## config.mk

```make
export PLATFORM = sky130hd
export DESIGN_NAME = pipe_hazard_ctrl
export DESIGN_NICKNAME = d
export VERILOG_FILES = /design/src/rtl/pipe_ctrl_pkg.sv /design/src/rtl/mdu_busy_counter.sv /design/src/rtl/pipe_hazard_ctrl.sv
export SDC_FILE = /design/constraint.sdc
export NUM_CORES = 1
export LEC_CHECK = 0
export CORE_MARGIN = 5
export CORE_UTILIZATION = 30
export CTS_CLUSTER_DIAMETER = 100
export DETAILED_ROUTE_END_ITERATION = 7
export GPL_TIMING_DRIVEN = 0
export PLACE_DENSITY = 0.86
export SLEW_MARGIN = 5
export SYNTH_ARGS = -nofsm -noshare
export SYNTH_HDL_FRONTEND = slang
export SYNTH_SLANG_ARGS = --single-unit
```

## constraint.sdc

```tcl
create_clock -name clk -period 2.2 [get_ports clk]
set_input_delay 0.33 -clock clk [delete_from_list [all_inputs] [get_ports clk]]
set_output_delay 0.33 -clock clk [all_outputs]
set_load 0.02 [all_outputs]
```

## src/rtl/pipe_ctrl_pkg.sv

```systemverilog
// Shared types and defaults for the pipeline hazard/flush sequencer.
package pipe_ctrl_pkg;

  localparam int unsigned TIME_W    = 2;
  localparam logic [1:0]  TUSE_NONE = 2'd3;

  localparam logic [31:0] EXC_VECTOR_DEFAULT  = 32'h0000_4180;
  localparam int unsigned MULT_CYCLES_DEFAULT = 5;
  localparam int unsigned DIV_CYCLES_DEFAULT  = 10;

  typedef enum logic {StRun, StRecover} ctrl_state_e;

  // A producer blocks a consumer when its result arrives later than the consumer needs it.
  function automatic logic src_hazard(input logic [4:0] src, input logic [TIME_W-1:0] tuse,
                                      input logic [4:0] waddr_e, input logic [TIME_W-1:0] tnew_e,
                                      input logic [4:0] waddr_m, input logic [TIME_W-1:0] tnew_m);
    return (src != 5'd0) &&
           (((src == waddr_e) && (tnew_e > tuse)) || ((src == waddr_m) && (tnew_m > tuse)));
  endfunction

endpackage

```

## src/rtl/mdu_busy_counter.sv

```systemverilog
// Multiply/divide occupancy counter: loads on an MDU start, counts down to idle.
module mdu_busy_counter
  import pipe_ctrl_pkg::*;
#(
  parameter int unsigned MULT_CYCLES = MULT_CYCLES_DEFAULT,
  parameter int unsigned DIV_CYCLES  = DIV_CYCLES_DEFAULT
) (
  input  logic clk,
  input  logic reset,
  input  logic load,
  input  logic is_div,
  output logic busy
);

  localparam int unsigned MaxCycles = (DIV_CYCLES > MULT_CYCLES) ? DIV_CYCLES : MULT_CYCLES;
  localparam int unsigned CntW      = $clog2(MaxCycles + 1);

  logic [CntW-1:0] cnt_d, cnt_q;

  // A reload always wins, even over a count still in flight.
  always_comb begin
    cnt_d = cnt_q;
    if (load) begin
      cnt_d = is_div ? CntW'(DIV_CYCLES) : CntW'(MULT_CYCLES);
    end else if (cnt_q != '0) begin
      cnt_d = cnt_q - CntW'(1);
    end
  end

  always_ff @(posedge clk) begin
    if (reset) begin
      cnt_q <= '0;
    end else begin
      cnt_q <= cnt_d;
    end
  end

  assign busy = (cnt_q != '0);

endmodule

```

## src/rtl/pipe_hazard_ctrl.sv

```systemverilog
// Stall / flush / PC-redirect sequencer for the F/D register and later stages.
// Optional feature: define HAZARD_STATS_EN to build the stall_cycles counter.
module pipe_hazard_ctrl
  import pipe_ctrl_pkg::*;
#(
  parameter int unsigned MULT_CYCLES = MULT_CYCLES_DEFAULT,
  parameter int unsigned DIV_CYCLES  = DIV_CYCLES_DEFAULT,
  parameter logic [31:0] EXC_VECTOR  = EXC_VECTOR_DEFAULT
) (
  input  logic              clk,
  input  logic              reset,
  input  logic [4:0]        rs_d,
  input  logic [4:0]        rt_d,
  input  logic [TIME_W-1:0] tuse_rs_d,
  input  logic [TIME_W-1:0] tuse_rt_d,
  input  logic              md_use_d,
  input  logic [4:0]        waddr_e,
  input  logic [TIME_W-1:0] tnew_e,
  input  logic [4:0]        waddr_m,
  input  logic [TIME_W-1:0] tnew_m,
  input  logic              mdu_start_e,
  input  logic              mdu_div_e,
  input  logic              exc_req_m,
  input  logic              eret_m,
  input  logic [31:0]       epc_i,
  output logic              stall_fd,
  output logic              flush_de,
  output logic              flush_all,
  output logic              pc_redirect,
  output logic [31:0]       pc_target,
  output logic              mdu_busy,
  output logic [31:0]       stall_cycles
);

  ctrl_state_e state_d, state_q;
  logic        reg_stall, md_stall, stall;

  mdu_busy_counter #(
    .MULT_CYCLES(MULT_CYCLES),
    .DIV_CYCLES (DIV_CYCLES)
  ) u_mdu_cnt (
    .clk   (clk),
    .reset (reset),
    .load  (mdu_start_e && !exc_req_m && !eret_m),
    .is_div(mdu_div_e),
    .busy  (mdu_busy)
  );

  assign reg_stall = src_hazard(rs_d, tuse_rs_d, waddr_e, tnew_e, waddr_m, tnew_m) ||
                     src_hazard(rt_d, tuse_rt_d, waddr_e, tnew_e, waddr_m, tnew_m);
  assign md_stall  = md_use_d && (mdu_busy || mdu_start_e);
  assign stall     = (reg_stall || md_stall) && (state_q == StRun) && !exc_req_m && !eret_m
                     && !reset;

  always_comb begin
    state_d     = state_q;
    stall_fd    = 1'b0;
    flush_de    = 1'b0;
    flush_all   = 1'b0;
    pc_redirect = 1'b0;
    pc_target   = EXC_VECTOR;
    if (!reset) begin
      unique case (state_q)
        StRun: begin
          if (exc_req_m) begin
            flush_all   = 1'b1;
            pc_redirect = 1'b1;
            state_d     = StRecover;
          end else if (eret_m) begin
            flush_all   = 1'b1;
            pc_redirect = 1'b1;
            pc_target   = epc_i;
            state_d     = StRecover;
          end else begin
            stall_fd = stall;
            flush_de = stall;
          end
        end
        // Commit slots here hold already-flushed instructions, so their requests are dropped.
        StRecover: begin
          pc_target = '0;
          state_d   = StRun;
        end
        default: state_d = StRun;
      endcase
    end
  end

  always_ff @(posedge clk) begin
    if (reset) begin
      state_q <= StRun;
    end else begin
      state_q <= state_d;
    end
  end

`ifdef HAZARD_STATS_EN
  logic [31:0] stall_cnt_q;

  always_ff @(posedge clk) begin
    if (reset) begin
      stall_cnt_q <= '0;
    end else if (stall) begin
      stall_cnt_q <= stall_cnt_q + 32'd1;
    end
  end

  assign stall_cycles = stall_cnt_q;
`else
  assign stall_cycles = '0;
`endif

endmodule

```

* After elaboration in Yosys (flattened, before gate mapping)
Index checks and enable logic that the tools add are counted.
Storage, ports and cells: input bits 67, register bits after elaboration 5, logic and storage cells 53, output and inout bits 69
Operators by class: $lt $le $gt $ge 4, reductions and logical operators 25, mux-type cells 16, add/sub/neg operators 1, bitwise operators 1, equal/unequal tests 4
Operator list (count):
- 32-bit 2-to-1 mux | 3
- 32-bit case mux with 2 select lines | 1
- 5-bit equality test | 4
- 1-bit logical AND | 13
- 4-bit 2-to-1 mux | 3
- 5-bit nonzero test | 2
- 2-bit greater-than comparator | 4
- 1-bit 2-to-1 mux | 8
- 1-bit logical OR | 5
- 4-bit nonzero test | 1
- 4-bit by 1-bit subtractor with 4-bit output (second input constant) | 1
- 1-bit zero test | 3
- 1-bit case mux with 2 select lines | 1
- 2-bit nonzero test | 1
- 1-bit inverter | 1

* Logic depth before layout (Yosys ltp)
depth in word-level cells 14, depth in mapped cells 8, depth with buffers taken out 7

* By module
Synthesis repeated with hierarchy kept, for this count alone.
Second synthesis, totals: cell total of the unflattened synthesis 165, area total of the unflattened synthesis 1222.4 um^2
Modules (own cells, without submodules):
- pipe_hazard_ctrl | area each 989.7 um^2, times used 1, sequential area each 20.0 um^2, cells an instance 139
- mdu_busy_counter | area each 232.7 um^2, times used 1, sequential area each 80.1 um^2, cells an instance 26

* Worst setup path before layout
No wires, ideal clock.
path type input to output, start input tuse_rs_d[1], end output stall_fd, arrival 1.637 ns, cell stages on the path 8, setup slack 0.233 ns, cell sequence inv_1 -> ha_1 -> nor2b_1 -> o21ai_0 -> a2111oi_2 -> o221ai_1 -> nand3_1 -> buf_4
Between the ends: cells in the longest elaborated chain, start to end 14
RTL lines:
- start: declaration | RTL line pipe_hazard_ctrl.sv:14 | input logic [TIME_W-1:0] tuse_rs_d,
- 2-bit greater-than comparator | RTL line pipe_ctrl_pkg.sv:18 | (((src == waddr_e) && (tnew_e > tuse)) || ((src == waddr_m) && (tnew_m > tuse)));
- 1-bit logical AND | RTL line pipe_ctrl_pkg.sv:18
- 1-bit logical OR * | RTL line pipe_ctrl_pkg.sv:18
- 1-bit logical AND * | RTL line pipe_ctrl_pkg.sv:17 | return (src != 5'd0) &&
- 1-bit logical OR * | RTL line pipe_hazard_ctrl.sv:49 | assign reg_stall = src_hazard(rs_d, tuse_rs_d, waddr_e, tnew_e, waddr_m, tnew_m) ||
- 1-bit logical OR * | RTL line pipe_hazard_ctrl.sv:52 | assign stall = (reg_stall || md_stall) && (state_q == StRun) && !exc_req_m && !eret_m
- 1-bit logical AND * (3 in series) | RTL line pipe_hazard_ctrl.sv:52
- 1-bit logical AND * | RTL line pipe_hazard_ctrl.sv:53 | && !reset;
- 1-bit 2-to-1 mux * (4 in series)
- end: declaration | RTL line pipe_hazard_ctrl.sv:26 | output logic stall_fd,
Every way passes the cells marked *; elsewhere a longest branch is shown, timed or not.

* Final worst setup path
start input waddr_m[3], end output flush_de
Between the ends: cells in the longest elaborated chain, start to end 14
RTL lines:
- start: declaration | RTL line pipe_hazard_ctrl.sv:19 | input logic [4:0] waddr_m,
- 5-bit equality test | RTL line pipe_ctrl_pkg.sv:18
- 1-bit logical AND | RTL line pipe_ctrl_pkg.sv:18
- 1-bit logical OR | RTL line pipe_ctrl_pkg.sv:18
- 1-bit logical AND | RTL line pipe_ctrl_pkg.sv:17
- 1-bit logical OR * | RTL line pipe_hazard_ctrl.sv:49
- 1-bit logical OR * | RTL line pipe_hazard_ctrl.sv:52
- 1-bit logical AND * (3 in series) | RTL line pipe_hazard_ctrl.sv:52
- 1-bit logical AND * | RTL line pipe_hazard_ctrl.sv:53
- 1-bit 2-to-1 mux * | RTL line pipe_hazard_ctrl.sv:69 | end else if (eret_m) begin
- 1-bit 2-to-1 mux * | RTL line pipe_hazard_ctrl.sv:65 | if (exc_req_m) begin
- 1-bit 2-to-1 mux * | RTL line pipe_hazard_ctrl.sv:63 | unique case (state_q)
- 1-bit 2-to-1 mux * | RTL line pipe_hazard_ctrl.sv:62 | if (!reset) begin
- end: declaration | RTL line pipe_hazard_ctrl.sv:27 | output logic flush_de,
Marked as above.

==> impl_results.html <==
<table>
<tr><th>Metric</th><th>Value</th></tr>
<tr><th colspan="2">CTS</th></tr>
<tr><td>Clock-pin transition on the worst setup and hold timing paths</td><td>0.03 ns</td></tr>
<tr><td>Clock tree from TritonCTS</td><td>yes</td></tr>
<tr><td>Deepest clock path buffer count</td><td>2</td></tr>
<tr><td>Deepest level of the CTS H-tree</td><td>1</td></tr>
<tr><td>Master cell of the clock root buffer</td><td>sky130_fd_sc_hd__clkbuf_8</td></tr>
<tr><td>Sink Count</td><td>5</td></tr>
<tr><td>Clock latency reported for the late side of the worst-skew pair</td><td>0.22 ns</td></tr>
<tr><td>Clock buffer count from CTS</td><td>3</td></tr>
<tr><th colspan="2">Yosys</th></tr>
<tr><td>Synthesized flop and latch total</td><td>5</td></tr>
<tr><td>Synth Cell Area</td><td>1230 µm²</td></tr>
<tr><td>Share of async-settable or async-resettable flops after synthesis</td><td>0</td></tr>
<tr><td>Synthesized instance count</td><td>166</td></tr>
<tr><td>Cell types occupying the most area after synthesis</td><td>sky130_fd_sc_hd__buf_4, sky130_fd_sc_hd__and2_1, sky130_fd_sc_hd__ha_1</td></tr>
<tr><td>Sequential share of the synthesized area</td><td>0.0816</td></tr>
<tr><td>Synth Flop Type</td><td>sky130_fd_sc_hd__dfxtp_1</td></tr>
<tr><td>Synthesis Warnings</td><td>0</td></tr>
<tr><td>Number of distinct library cell variants in the gate-level netlist after synthesis</td><td>28</td></tr>
<tr><td>Fraction of synthesized cell area taken by the top area cell type</td><td>0.214</td></tr>
<tr><td>Number of enable-type register cells in the synthesized netlist</td><td>0</td></tr>
<tr><td>Average footprint of a synthesized cell</td><td>7.39 µm²</td></tr>
<tr><td>Most common cell in the synthesized netlist</td><td>sky130_fd_sc_hd__buf_4</td></tr>
<tr><td>Area leader, netlist</td><td>sky130_fd_sc_hd__buf_4</td></tr>
<tr><td>Leading cell types by count after synthesis</td><td>sky130_fd_sc_hd__buf_4, sky130_fd_sc_hd__and2_1, sky130_fd_sc_hd__xnor2_1</td></tr>
<tr><th colspan="2">STA</th></tr>
<tr><td>Setup-violating endpoint count in the final report</td><td>0</td></tr>
<tr><td>Smallest setup slack after layout</td><td>0.0664 ns</td></tr>
<tr><td>Final cycle utilization of the critical path</td><td>0.970</td></tr>
<tr><td>Fin crit period</td><td>2.13 ns</td></tr>
<tr><td>Peak clock frequency supported by timing</td><td>0.469 GHz</td></tr>
<tr><td>Setup repair after global routing missed its margin</td><td>no</td></tr>
<tr><td>Setup clock skew after layout</td><td>0.00229 ns</td></tr>
<tr><td>Slew Limit Fails</td><td>0</td></tr>
<tr><td>Final Hold Vio Count</td><td>0</td></tr>
<tr><td>Hold Slack</td><td>0.546 ns</td></tr>
<tr><th colspan="2">Finish</th></tr>
<tr><td>Signed area change from the synthesized netlist to the final layout</td><td>118%</td></tr>
<tr><td>Non-filler cells in the finished layout</td><td>355</td></tr>
<tr><td>Post-layout nets</td><td>383</td></tr>
<tr><td>Antenna Cells</td><td>0</td></tr>
<tr><td>Fraction of layout cells with a size suffix above 1</td><td>0.249</td></tr>
<tr><th colspan="2">Outcome</th></tr>
<tr><td>Run status</td><td>completed</td></tr>
<tr><th colspan="2">Detailed routing</th></tr>
<tr><td>Iteration-0 DRC count of the detailed router</td><td>31</td></tr>
<tr><td>Post-detailed-route DRC marker count</td><td>0</td></tr>
<tr><td>TritonRoute pass-1 iters</td><td>3</td></tr>
<tr><td>Overall routed net length</td><td>4570 µm</td></tr>
<tr><td>Number of vias in the routed layout</td><td>1454</td></tr>
<tr><td>Routed vias/inst</td><td>4.10</td></tr>
<tr><td>Mean routed wirelength per cell</td><td>12.9 µm</td></tr>
<tr><td>Antenna violation net count after detailed routing</td><td>0</td></tr>
<tr><th colspan="2">Worst setup path</th></tr>
<tr><td>Cells along the critical path</td><td>clkdlybuf4s50_1 -&gt; xor2_1 -&gt; a2111oi_4 -&gt; o221ai_2 -&gt; nand3_2 -&gt; buf_4 -&gt; buf_6</td></tr>
<tr><td>Highest-delay cell along the critical path</td><td>sky130_fd_sc_hd__clkdlybuf4s50_1</td></tr>
<tr><td>End of the worst register-to-register path</td><td>u_mdu_cnt.cnt_q[0]</td></tr>
<tr><td>WP buf/inv</td><td>3</td></tr>
<tr><td>Flop-to-flop setup slack</td><td>0.94 ns</td></tr>
<tr><td>Startpoint type of the worst setup path</td><td>input port</td></tr>
<tr><td>Setup CP Type</td><td>input port to output pin</td></tr>
<tr><td>Worst path arrival time</td><td>1.80 ns</td></tr>
<tr><td>Depth of the worst register-to-register path</td><td>6</td></tr>
<tr><td>Biggest cell delay along the critical path</td><td>0.48 ns</td></tr>
<tr><td>Critical Path Sink Type</td><td>output pin</td></tr>
<tr><td>Crit-path max FO</td><td>2</td></tr>
<tr><td>Start of the worst register-to-register path</td><td>u_mdu_cnt.cnt_q[0]</td></tr>
<tr><td>Worst EP required</td><td>1.87 ns</td></tr>
<tr><td>Dominant delay contributor by cell family on the critical path</td><td>buffers and inverters</td></tr>
<tr><th colspan="2">Die</th></tr>
<tr><td># rows</td><td>23</td></tr>
<tr><td>CORE AREA</td><td>3970 µm²</td></tr>
<tr><td>Die Span Y</td><td>73.9 µm</td></tr>
<tr><td>Horizontal extent of the die</td><td>73.9 µm</td></tr>
<tr><td>Initial Utilization</td><td>0.309</td></tr>
<tr><td>Number of ports placed on the die boundary</td><td>136</td></tr>
<tr><td>Die Footprint</td><td>5470 µm²</td></tr>
<tr><th colspan="2">GRT</th></tr>
<tr><td>Global router's overall resource usage</td><td>0.146</td></tr>
<tr><td>Largest net degree at the start of global routing</td><td>11</td></tr>
<tr><td>Initial antenna violation count</td><td>0</td></tr>
<tr><td>Sum of overflow across all layers after global routing</td><td>0</td></tr>
<tr><td>Global-route wire length before repair</td><td>6350 µm</td></tr>
<tr><td>Vias in the first global route</td><td>1448</td></tr>
<tr><th colspan="2">Place</th></tr>
<tr><td>Weighted congestion reported at the end of routability-driven placement</td><td>0.782</td></tr>
<tr><td>Pre-CTS worst setup slack</td><td>-0.797 ns</td></tr>
<tr><td>Number of buffers inserted by port buffering</td><td>103</td></tr>
<tr><td>Inst Count DP</td><td>350</td></tr>
<tr><td>Detailed placement HPWL</td><td>3980 µm</td></tr>
<tr><th colspan="2">Worst hold path</th></tr>
<tr><td>Origin of the worst min-delay path</td><td>reset</td></tr>
<tr><td>Cell depth of the worst min-delay path</td><td>3</td></tr>
<tr><td>Hold Path End</td><td>u_mdu_cnt.cnt_q[1]</td></tr>
<tr><td>Path type of the worst min-delay path</td><td>input port to flop</td></tr>
<tr><th colspan="2">Power</th></tr>
<tr><td>Int Power</td><td>591 µW</td></tr>
<tr><td>Relative contribution of sequential cells to total power</td><td>0.156</td></tr>
<tr><td>Switching power summed over all nets</td><td>395 µW</td></tr>
<tr><td>Maximum resistive drop on vdd</td><td>0.640 mV</td></tr>
<tr><td>Clock network power share</td><td>0.167</td></tr>
<tr><td>Leakage</td><td>1.50 nW</td></tr>
<tr><td>Combinational Power Share</td><td>0.677</td></tr>
<tr><td>Fraction of power spent switching nets</td><td>0.401</td></tr>
<tr><td>PwrDens</td><td>370 nW/µm²</td></tr>
<tr><th colspan="2">Run</th></tr>
<tr><td>Number of maximum-capacitance violations</td><td>0</td></tr>
</table>
[sequential cells by signal (all words and copies together) (netlist names)]
signal and count:
state_q 1, u_mdu_cnt.cnt_q 4
[kinds of logic (layout without fill, tap and decap cells)]
family          after synthesis  count (layout)  synth area share
compound gates               17              17            0.0969
xor+xnor                     23              23             0.164
fa+ha+maj                    10              10             0.102
buf+inv                      48             156             0.255
flops                         5               5            0.0816
other cells                   1              32           0.00306
simple gates                 62              62             0.297
[power by group through the flow]
stage          Clock, mW  Combinational [mW]  Sequential, mW
6_report           0.165               0.668           0.154
4_1_cts            0.170               0.654           0.152
2_1_floorplan          0               0.399           0.147
3_3_place_gp           0               0.636           0.151
3_5_place_dp           0               0.649           0.153
5_1_grt            0.178               0.729           0.158
[area by class of cell]
class / instances / area (µm²)
fillers: 338 / 1300
repair buffers: 104 / 1090
multi-input cells: 144 / 1050
plain buffers: 38 / 287
flip-flops and latches: 5 / 100
well taps: 50 / 62.6
clock buffers: 4 / 45.0
inverters: 10 / 37.5
[how the worst max path moves through the flow]
stage	cells after the start	start	to
2_1_floorplan	8	tuse_rs_d[1]	stall_fd
3_3_place_gp	10	tuse_rt_d[1]	stall_fd
3_5_place_dp	10	tuse_rt_d[1]	stall_fd
4_1_cts	10	tuse_rt_d[1]	stall_fd
5_1_grt	10	tuse_rs_d[1]	stall_fd
6_report	7	waddr_m[3]	flush_de
[worst reg2reg max path: stages, from the launching register on]
cell	delay (ns)
sky130_fd_sc_hd__dfxtp_1	0.37
sky130_fd_sc_hd__inv_1	0.08
sky130_fd_sc_hd__ha_1	0.18
sky130_fd_sc_hd__and2_1	0.16
sky130_fd_sc_hd__xnor2_1	0.13
sky130_fd_sc_hd__a21oi_1	0.17
sky130_fd_sc_hd__nor2_1	0.05
[layout by cell type (no fill, tap or decap), drive strengths merged]
cell	count
clkdlybuf4s50	42
buf	40
conb	32
and2	30
dlymetal6s2s	28
dlygate4sd2	20
xnor2	14
inv	10
ha	10
xor2	9
clkdlybuf4s15	9
nor2	9
a21oi	7
clkbuf	7
nand2	5
dfxtp	5
nor4	4
nor3	4
o21bai	3
nand4	3
nand3	3
or4	2
o221ai	2
o211ai	2
nand2b	1
nor2b	1
o21ai	1
a2111oi	1
a32oi	1
[timing repair]
action | 4_1_cts | 5_1_grt
gates resized for setup | 71 | 50
hold buffers | 0 | 0
setup endpoints to repair | 36 | 32
pin swaps | 7 | 9
buffers inserted | 0 | 1
[per-stage QoR]
stage          utilization  power, mW  instance area, µm²  setup TNS [ns]
3_5_place_dp         0.613      0.802                2440          -11.16
6_report             0.672      0.987                2670               0
5_1_grt              0.672       1.07                2670               0
4_1_cts              0.632      0.976                2510          -0.445
3_3_place_gp         0.613      0.787                2440          -10.96
2_1_floorplan            -      0.545                1340               0
[per-layer routing]
metal / global-route usage / up-vias / routed length [µm]
li1: - / 757 / -
met1: 0.154 / 643 / 1540
met3: 0.0351 / 0 / 378
met4: 0.0302 / 0 / 0
met2: 0.290 / 54 / 2650
met5: 0 / - / 0
Note: power is estimated with default switching activity, not from simulation.
